--- src/rtl/bp_be_pkg.sv ---
// Shared types for the loop-inference scheduler: FSM states and the
// response struct macro. Watchdog build option: BP_BE_LOOP_INF_SCHED_TIMEOUT_EN.
`ifndef BP_BE_PKG_SV
`define BP_BE_PKG_SV

`define BP_BE_DECLARE_LOOP_SCHED_RESP_S(id_width_mp, count_width_mp) \
  typedef struct packed {                                             \
    logic [id_width_mp-1:0]    id;                                     \
    logic [count_width_mp-1:0] count;                                  \
    logic                      timeout;                                \
  } bp_be_loop_sched_resp_s

package bp_be_pkg;

  typedef enum logic [2:0] {
    IDLE,
    START,
    DISCOVER,
    CONFIRMED,
    RESP
  } bp_be_loop_sched_state_e;

endpackage

`endif

--- src/rtl/bp_be_loop_inference_sched_if.sv ---
// Response channel of the loop-inference scheduler (valid/ready).
// Master drives the estimate, slave returns ready.
interface bp_be_loop_inference_sched_if #(
  parameter int num_req_p      = 4,
  parameter int output_range_p = 8
);

  localparam int id_w_lp = $clog2(num_req_p);

  logic                      resp_v_o;
  logic [id_w_lp-1:0]        resp_id_o;
  logic [output_range_p-1:0] resp_count_o;
  logic                      resp_timeout_o;
  logic                      resp_ready_and_i;

  modport master (
    output resp_v_o,
    output resp_id_o,
    output resp_count_o,
    output resp_timeout_o,
    input  resp_ready_and_i
  );

  modport slave (
    input  resp_v_o,
    input  resp_id_o,
    input  resp_count_o,
    input  resp_timeout_o,
    output resp_ready_and_i
  );

endinterface

--- src/rtl/bsg_arb_round_robin.sv ---
// Combinational round-robin picker: first request at or after ptr_i.
// Grants are gated by en_i; v_o reports any request regardless.
module bsg_arb_round_robin #(
  parameter int num_req_p = 4,
  localparam int id_w_lp  = $clog2(num_req_p)
) (
  input  logic                 en_i,
  input  logic [num_req_p-1:0] reqs_i,
  input  logic [id_w_lp-1:0]   ptr_i,
  output logic [num_req_p-1:0] grants_o,
  output logic [id_w_lp-1:0]   tag_o,
  output logic                 v_o
);

  localparam int sum_w_lp = id_w_lp + 1;
  localparam logic [sum_w_lp-1:0] n_lp = sum_w_lp'(num_req_p);

  logic [sum_w_lp-1:0] idx;

  always_comb begin
    grants_o = '0;
    tag_o    = '0;
    v_o      = 1'b0;
    idx      = '0;
    for (int i = 0; i < num_req_p; i++) begin
      idx = {1'b0, ptr_i} + sum_w_lp'(i);
      if (idx >= n_lp)
        idx = idx - n_lp;
      if (!v_o && reqs_i[idx[id_w_lp-1:0]]) begin
        v_o   = 1'b1;
        tag_o = idx[id_w_lp-1:0];
      end
    end
    if (en_i && v_o)
      grants_o[tag_o] = 1'b1;
  end

endmodule

--- src/rtl/bp_be_loop_inference_sched.sv ---
// Shares one loop-inference engine among striding-load detectors.
// Define BP_BE_LOOP_INF_SCHED_TIMEOUT_EN to build the discovery watchdog.
module bp_be_loop_inference_sched
  import bp_be_pkg::*;
#(
  parameter int num_req_p        = 4,
  parameter int vaddr_width_p    = 39,
  parameter int output_range_p   = 8,
  parameter int timeout_cycles_p = 256,
  localparam int id_w_lp         = $clog2(num_req_p)
) (
  input  logic                               clk_i,
  input  logic                               reset_n_i,
  input  logic [num_req_p-1:0]               req_v_i,
  input  logic [num_req_p*vaddr_width_p-1:0] req_pc_i,
  output logic [num_req_p-1:0]               req_yumi_o,
  input  logic [num_req_p-1:0]               confirm_i,
  output logic                               start_discovery_o,
  output logic                               confirm_discovery_o,
  output logic [vaddr_width_p-1:0]           striding_pc_o,
  input  logic                               engine_v_i,
  input  logic [output_range_p-1:0]          engine_count_i,
  output logic                               engine_yumi_o,
  bp_be_loop_inference_sched_if.master       resp_if
);

  `BP_BE_DECLARE_LOOP_SCHED_RESP_S(id_w_lp, output_range_p);

  bp_be_loop_sched_state_e state_r, state_n;
  bp_be_loop_sched_resp_s  resp_r;

  logic [id_w_lp-1:0]       ptr_r;
  logic [vaddr_width_p-1:0] pc_r;
  logic [num_req_p-1:0]     arb_grants;
  logic [id_w_lp-1:0]       arb_tag;
  logic                     arb_v;
  logic                     confirm_hit;
  logic                     timeout_hit;

  bsg_arb_round_robin #(
    .num_req_p(num_req_p)
  ) arb (
    .en_i    (state_r == IDLE),
    .reqs_i  (req_v_i),
    .ptr_i   (ptr_r),
    .grants_o(arb_grants),
    .tag_o   (arb_tag),
    .v_o     (arb_v)
  );

  // Only the latched winner's confirm line matters.
  assign confirm_hit = confirm_i[resp_r.id];

`ifdef BP_BE_LOOP_INF_SCHED_TIMEOUT_EN
  localparam int wd_w_lp = $clog2(timeout_cycles_p + 1);
  localparam logic [wd_w_lp-1:0] wd_last_lp =
    wd_w_lp'(timeout_cycles_p - 1);
  localparam logic [wd_w_lp-1:0] wd_max_lp =
    wd_w_lp'(timeout_cycles_p);

  logic [wd_w_lp-1:0] wd_r;

  always_ff @(posedge clk_i or negedge reset_n_i) begin
    if (!reset_n_i)
      wd_r <= '0;
    else if (state_r == START)
      wd_r <= '0;
    else if (state_r == DISCOVER && !confirm_hit
             && wd_r != wd_max_lp)
      wd_r <= wd_r + 1'b1;
  end

  assign timeout_hit = (state_r == DISCOVER)
                    && (wd_r == wd_last_lp);
`else
  assign timeout_hit = 1'b0;
`endif

  always_ff @(posedge clk_i or negedge reset_n_i) begin
    if (!reset_n_i)
      state_r <= IDLE;
    else
      state_r <= state_n;
  end

  always_comb begin
    state_n = state_r;
    unique case (state_r)
      IDLE:      if (arb_v) state_n = START;
      START:     state_n = DISCOVER;
      DISCOVER: begin
        if (confirm_hit)      state_n = CONFIRMED;
        else if (timeout_hit) state_n = RESP;
      end
      CONFIRMED: if (engine_v_i) state_n = RESP;
      RESP:      if (resp_if.resp_ready_and_i) state_n = IDLE;
      default:   state_n = IDLE;
    endcase
  end

  always_comb begin
    req_yumi_o          = arb_grants;
    start_discovery_o   = (state_r == START);
    confirm_discovery_o = (state_r == DISCOVER) && confirm_hit;
    engine_yumi_o       = (state_r == CONFIRMED) && engine_v_i;
    striding_pc_o       = pc_r;
  end

  assign resp_if.resp_v_o       = (state_r == RESP);
  assign resp_if.resp_id_o      = resp_r.id;
  assign resp_if.resp_count_o   = resp_r.count;
  assign resp_if.resp_timeout_o = resp_r.timeout;

  // Confirm beats expiry, so the timeout response loads only without it.
  always_ff @(posedge clk_i or negedge reset_n_i) begin
    if (!reset_n_i) begin
      ptr_r  <= '0;
      pc_r   <= '0;
      resp_r <= '0;
    end else begin
      case (state_r)
        IDLE: if (arb_v) begin
          resp_r.id <= arb_tag;
          pc_r <= req_pc_i[arb_tag*vaddr_width_p +: vaddr_width_p];
        end
        DISCOVER: if (!confirm_hit && timeout_hit) begin
          resp_r.count   <= '0;
          resp_r.timeout <= 1'b1;
        end
        CONFIRMED: if (engine_v_i) begin
          resp_r.count   <= engine_count_i;
          resp_r.timeout <= 1'b0;
        end
        RESP: if (resp_if.resp_ready_and_i) begin
          if (resp_r.id == id_w_lp'(num_req_p - 1))
            ptr_r <= '0;
          else
            ptr_r <= resp_r.id + 1'b1;
        end
        default: ;
      endcase
    end
  end

endmodule
--- src/flat_wrapper.sv ---
// flat-port wrapper written by rule: the top's interface ports become plain ports
module bp_be_loop_inference_sched_flat import bp_be_pkg::*;
#(
  parameter int num_req_p        = 4,
  parameter int vaddr_width_p    = 39,
  parameter int output_range_p   = 8,
  parameter int timeout_cycles_p = 256,
  localparam int id_w_lp         = $clog2(num_req_p)
)
  (clk_i, reset_n_i, req_v_i, req_pc_i, req_yumi_o, confirm_i, start_discovery_o, confirm_discovery_o, striding_pc_o, engine_v_i, engine_count_i, engine_yumi_o, resp_if_resp_v_o, resp_if_resp_id_o, resp_if_resp_count_o, resp_if_resp_timeout_o, resp_if_resp_ready_and_i);
  bp_be_loop_inference_sched_if #(.num_req_p(num_req_p), .output_range_p(output_range_p)) resp_if_i ();
  input  logic clk_i;
  input  logic reset_n_i;
  input  logic [num_req_p-1:0] req_v_i;
  input  logic [num_req_p*vaddr_width_p-1:0] req_pc_i;
  output logic [num_req_p-1:0] req_yumi_o;
  input  logic [num_req_p-1:0] confirm_i;
  output logic start_discovery_o;
  output logic confirm_discovery_o;
  output logic [vaddr_width_p-1:0] striding_pc_o;
  input  logic engine_v_i;
  input  logic [output_range_p-1:0] engine_count_i;
  output logic engine_yumi_o;
  output wire logic [$bits(resp_if_i.resp_v_o)-1:0] resp_if_resp_v_o;
  output wire logic [$bits(resp_if_i.resp_id_o)-1:0] resp_if_resp_id_o;
  output wire logic [$bits(resp_if_i.resp_count_o)-1:0] resp_if_resp_count_o;
  output wire logic [$bits(resp_if_i.resp_timeout_o)-1:0] resp_if_resp_timeout_o;
  input wire logic [$bits(resp_if_i.resp_ready_and_i)-1:0] resp_if_resp_ready_and_i;
  assign resp_if_resp_v_o = resp_if_i.resp_v_o;
  assign resp_if_resp_id_o = resp_if_i.resp_id_o;
  assign resp_if_resp_count_o = resp_if_i.resp_count_o;
  assign resp_if_resp_timeout_o = resp_if_i.resp_timeout_o;
  assign resp_if_i.resp_ready_and_i = resp_if_resp_ready_and_i;
  bp_be_loop_inference_sched #(.num_req_p(num_req_p), .vaddr_width_p(vaddr_width_p), .output_range_p(output_range_p), .timeout_cycles_p(timeout_cycles_p)) u_core (.clk_i(clk_i), .reset_n_i(reset_n_i), .req_v_i(req_v_i), .req_pc_i(req_pc_i), .req_yumi_o(req_yumi_o), .confirm_i(confirm_i), .start_discovery_o(start_discovery_o), .confirm_discovery_o(confirm_discovery_o), .striding_pc_o(striding_pc_o), .engine_v_i(engine_v_i), .engine_count_i(engine_count_i), .engine_yumi_o(engine_yumi_o), .resp_if(resp_if_i));
endmodule
--- config.mk ---
export PLATFORM = sky130hd
export DESIGN_NAME = bp_be_loop_inference_sched_flat
export DESIGN_NICKNAME = d
export VERILOG_FILES = /design/src/rtl/bp_be_pkg.sv /design/src/rtl/bp_be_loop_inference_sched_if.sv /design/src/rtl/bsg_arb_round_robin.sv /design/src/rtl/bp_be_loop_inference_sched.sv /design/src/flat_wrapper.sv
export SDC_FILE = /design/constraint.sdc
export NUM_CORES = 1
export LEC_CHECK = 0
export BUFFER_PORTS_ARGS = -buffer_cell sky130_fd_sc_hd__buf_2
export CAP_MARGIN = 15
export CORE_AREA = 2 2 91 93
export CTS_BUF_LIST = sky130_fd_sc_hd__clkbuf_8
export CTS_CLUSTER_DIAMETER = 80
export CTS_CLUSTER_SIZE = 30
export DETAILED_ROUTE_END_ITERATION = 6
export DIE_AREA = 0 0 93 95
export HOLD_SLACK_MARGIN = 0.03
export PLACE_DENSITY_LB_ADDON = 0.25
export SETUP_SLACK_MARGIN = 0.1
export SYNTH_ARGS = -nofsm -noshare
export SYNTH_HDL_FRONTEND = slang
export SYNTH_SLANG_ARGS = --single-unit
export TNS_END_PERCENT = 10
--- constraint.sdc ---
create_clock -name clk_i -period 3.93 [get_ports clk_i]
set_input_delay 0.393 -clock clk_i [delete_from_list [all_inputs] [get_ports clk_i]]
set_output_delay 0.393 -clock clk_i [all_outputs]
set_load 0.03 [all_outputs]
==> metrics.yaml <==
cts_hold_buf: 0
slew_headroom: 0.2847
synth_fa_ha_area_frac: 0.003658
rsz0062_at_grt: "no"
final_area_mm2: 0.004715
max_freq_ghz: 0.3855
ctsResizeCount: 0
end_kind: "primary output"
post-place-cells: 747
power_density_mw_per_mm2: 713.5
cts_sinks: 54
yosys.area.top_type_share: 0.3950
grt_pass1_vias: 3646
startpoint: "u_core.ptr_r[1]$_DFFE_PN0P_"
path_cells: "mux2i_1 > a221o_2 > or4_1 > nor2_1 > buf_2"
diodes: 0
start_util: 0.4315
drive_above_1_share: 0.4508
p_leak_nw: 2.663
yosys.area_share.simple: 0.2429
cts_max_path_buffers: 2
endpoint: "req_yumi_o[1]"
synth-edff-count: 0
fin_cells: 755
layout.nets: 826
rr_startpoint: "u_core.ptr_r[1]$_DFFE_PN0P_"
r2r_slack_ns: 1.41
synth_area_mm2: 0.003421
place_congestion: 0.8400
critPathRequiredTime_ns: 3.54
setup_viol: 0
grt_pass1_wl_um: 16180
cts_setup_buffers: 0
ys_ff_latch: 54
fp-row-count: 33
cp-start-kind: "register"
dpl_cell_area_mm2: 0.004621
muxShareOfSynthArea: 0.01280
numCtsBuffers: 5
syn_to_final_growth_pct: 37.82
cp_top_family: "simple AND/OR/NAND/NOR gates"
firstDrtPassIters: 4
finClkSkew_ns: 0.01240
antenna_found_initial: 0
drc_errors: 0
synth_top_family_by_area: "compound AO/OA/AOI/OAI gates"
cpPeakStageDelay_ns: 0.46
num_vias: 3849
report.power.total_mw: 3.364
synth-warning-count: 0
cts-root-buf: "clkbuf_8"
synth_cell_types: 38
syn_inst: 439
fin_crit_sh: 0.6601
synthTopCellsByArea: "dfrtp_1 40%, nand2_1 21%, a211o_1 10%"
fin_crit_ns: 2.594
cts_tree: "yes"
ant_nets: 0
finalWirelength_um: 10450
r2r_cells: 6
synthArstFlopShare: 1.000
yosys.area.top_type: "dfrtp_1"
worstPathMaxFanout: 6
synth_compound_area_frac: 0.2890
synth_fp_nets: 616
grt_max_degree: 79
wl_per_cell_um: 13.84
crit_buf_inv: 1
path_clk_slew_ns: 0.11
viasPerCell: 5.098
worstMarginPinSlew_ns: 1.069
clock_latency_ns: 0.31
status: "completed"
cp.depth: 5
arrival_ns: 2.20
boundaryPins: 234
io_buffers: 232
syn_avg_cell_area_um2: 7.792
peakVddDrop_mv: 0.3961
dpl.hpwl_um: 7699
htree_levels: 2
die_w_um: 93
core_area_mm2: 0.007928
synth-xor-area-share: 0
fp.dieH_um: 95
cpMaxStageDelayCell: "dfrtp_1"
slew_viol_final: 0
synth_top_flop_cell: "dfrtp_1"
ys_seq_area_frac: 0.3950
setup_tns_ns: 0
hold_viol: 0
hold_path_class: "in -> async"
r2r-end: "u_core.striding_pc_o[2]$_DFFE_PN0P_"
grt_usage: 0.2268
maxCapViolations: 0
grt_overflow: 0
first_iter_violations: 66
path_class: "reg -> out"
die_area_mm2: 0.008835
## worst min-delay path by stage
stage	slack (ns)	endpoint	cells after the start	from
3_3_place_gp	0.45	u_core.resp_if.resp_count_o[0]$_DFFE_PN0P_	2	u_core.resp_if.resp_count_o[0]$_DFFE_PN0P_
5_1_grt	0.23	u_core.resp_if.resp_count_o[1]$_DFFE_PN0P_	2	reset_n_i
6_report	0.18	u_core.resp_if.resp_count_o[0]$_DFFE_PN0P_	2	reset_n_i
4_1_cts	0.22	u_core.resp_if.resp_count_o[0]$_DFFE_PN0P_	2	reset_n_i
3_5_place_dp	0.46	u_core.resp_if.resp_count_o[0]$_DFFE_PN0P_	2	u_core.resp_if.resp_count_o[0]$_DFFE_PN0P_
2_1_floorplan	0.1	u_core.ptr_r[0]$_DFFE_PN0P_	0	reset_n_i
## cells by family after synthesis
logic type      count (synthesis)
fa+ha+maj                       1
buf+inv                        39
mux                             3
other cells                     1
simple gates                  209
flops                          54
compound gates                132
## layout by cell type (no fill, tap or decap), drive strengths merged, types with 2 or more instances in the layout
cell type / count
a211o: 39
a21oi: 81
dfrtp: 54
clkinv: 2
inv: 4
buf: 238
o21ai: 4
nand2: 187
nor4: 2
nor3b: 3
or4: 2
nor2: 8
clkbuf: 5
## routing by layer
layer,wire length (um),part of all wire,up-vias,track usage
li1,-,-,1905,-
met2,5378,0.51,150,0.4306
met5,0,0,-,0
met1,4121,0.39,1784,0.2550
met4,114,0.011,0,0.05515
met3,837,0.080,10,0.05507
## registers in the layout, summed over array words and instances (netlist names)
| register | cells |
|---|---|
| u_core.striding_pc_o | 39 |
| u_core.resp_if.resp_count_o | 8 |
| u_core.state_r | 3 |
| u_core.ptr_r | 2 |
| u_core.resp_if.resp_id_o | 2 |
## cell type report
cell class | count | area [um2]
clock buffer | 5 | 68.82
clock inverter | 3 | 25.02
fill | 777 | 3213
inverter | 4 | 15.01
multi-input combinational | 346 | 1904
sequential | 54 | 1351
tap | 105 | 131.4
timing repair buffer | 238 | 1219
## power by group
part | total, mW | internal [mW] | switching [mW]
Clock | 0.322 | 0.129 | 0.193
Sequential | 1.00 | 0.818 | 0.183
Combinational | 2.04 | 0.694 | 1.35
Total | 3.36 | 1.64 | 1.72
## Yosys cell counts, types with 2 or more instances
master,number
inv_1,3
a211o_1,39
a21oi_2,39
buf_2,8
buf_6,4
o21ai_0,3
nor2_1,8
or4_1,2
clkbuf_1,21
a21oi_1,42
nor3b_1,3
nand2_1,187
dfrtp_1,54
nor4_1,2
## through the flow
stage	hold slack (ns)	utilization	setup WS (ns)
3_5_place_dp	0.4578	0.5829	1.289
5_1_grt	0.2290	0.5947	1.209
4_1_cts	0.2196	0.5947	1.344
6_report	0.1803	0.5947	1.336
3_3_place_gp	0.4531	0.5829	1.369
2_1_floorplan	0.09741	-	1.464
Power figures use the tool's default switching activity.
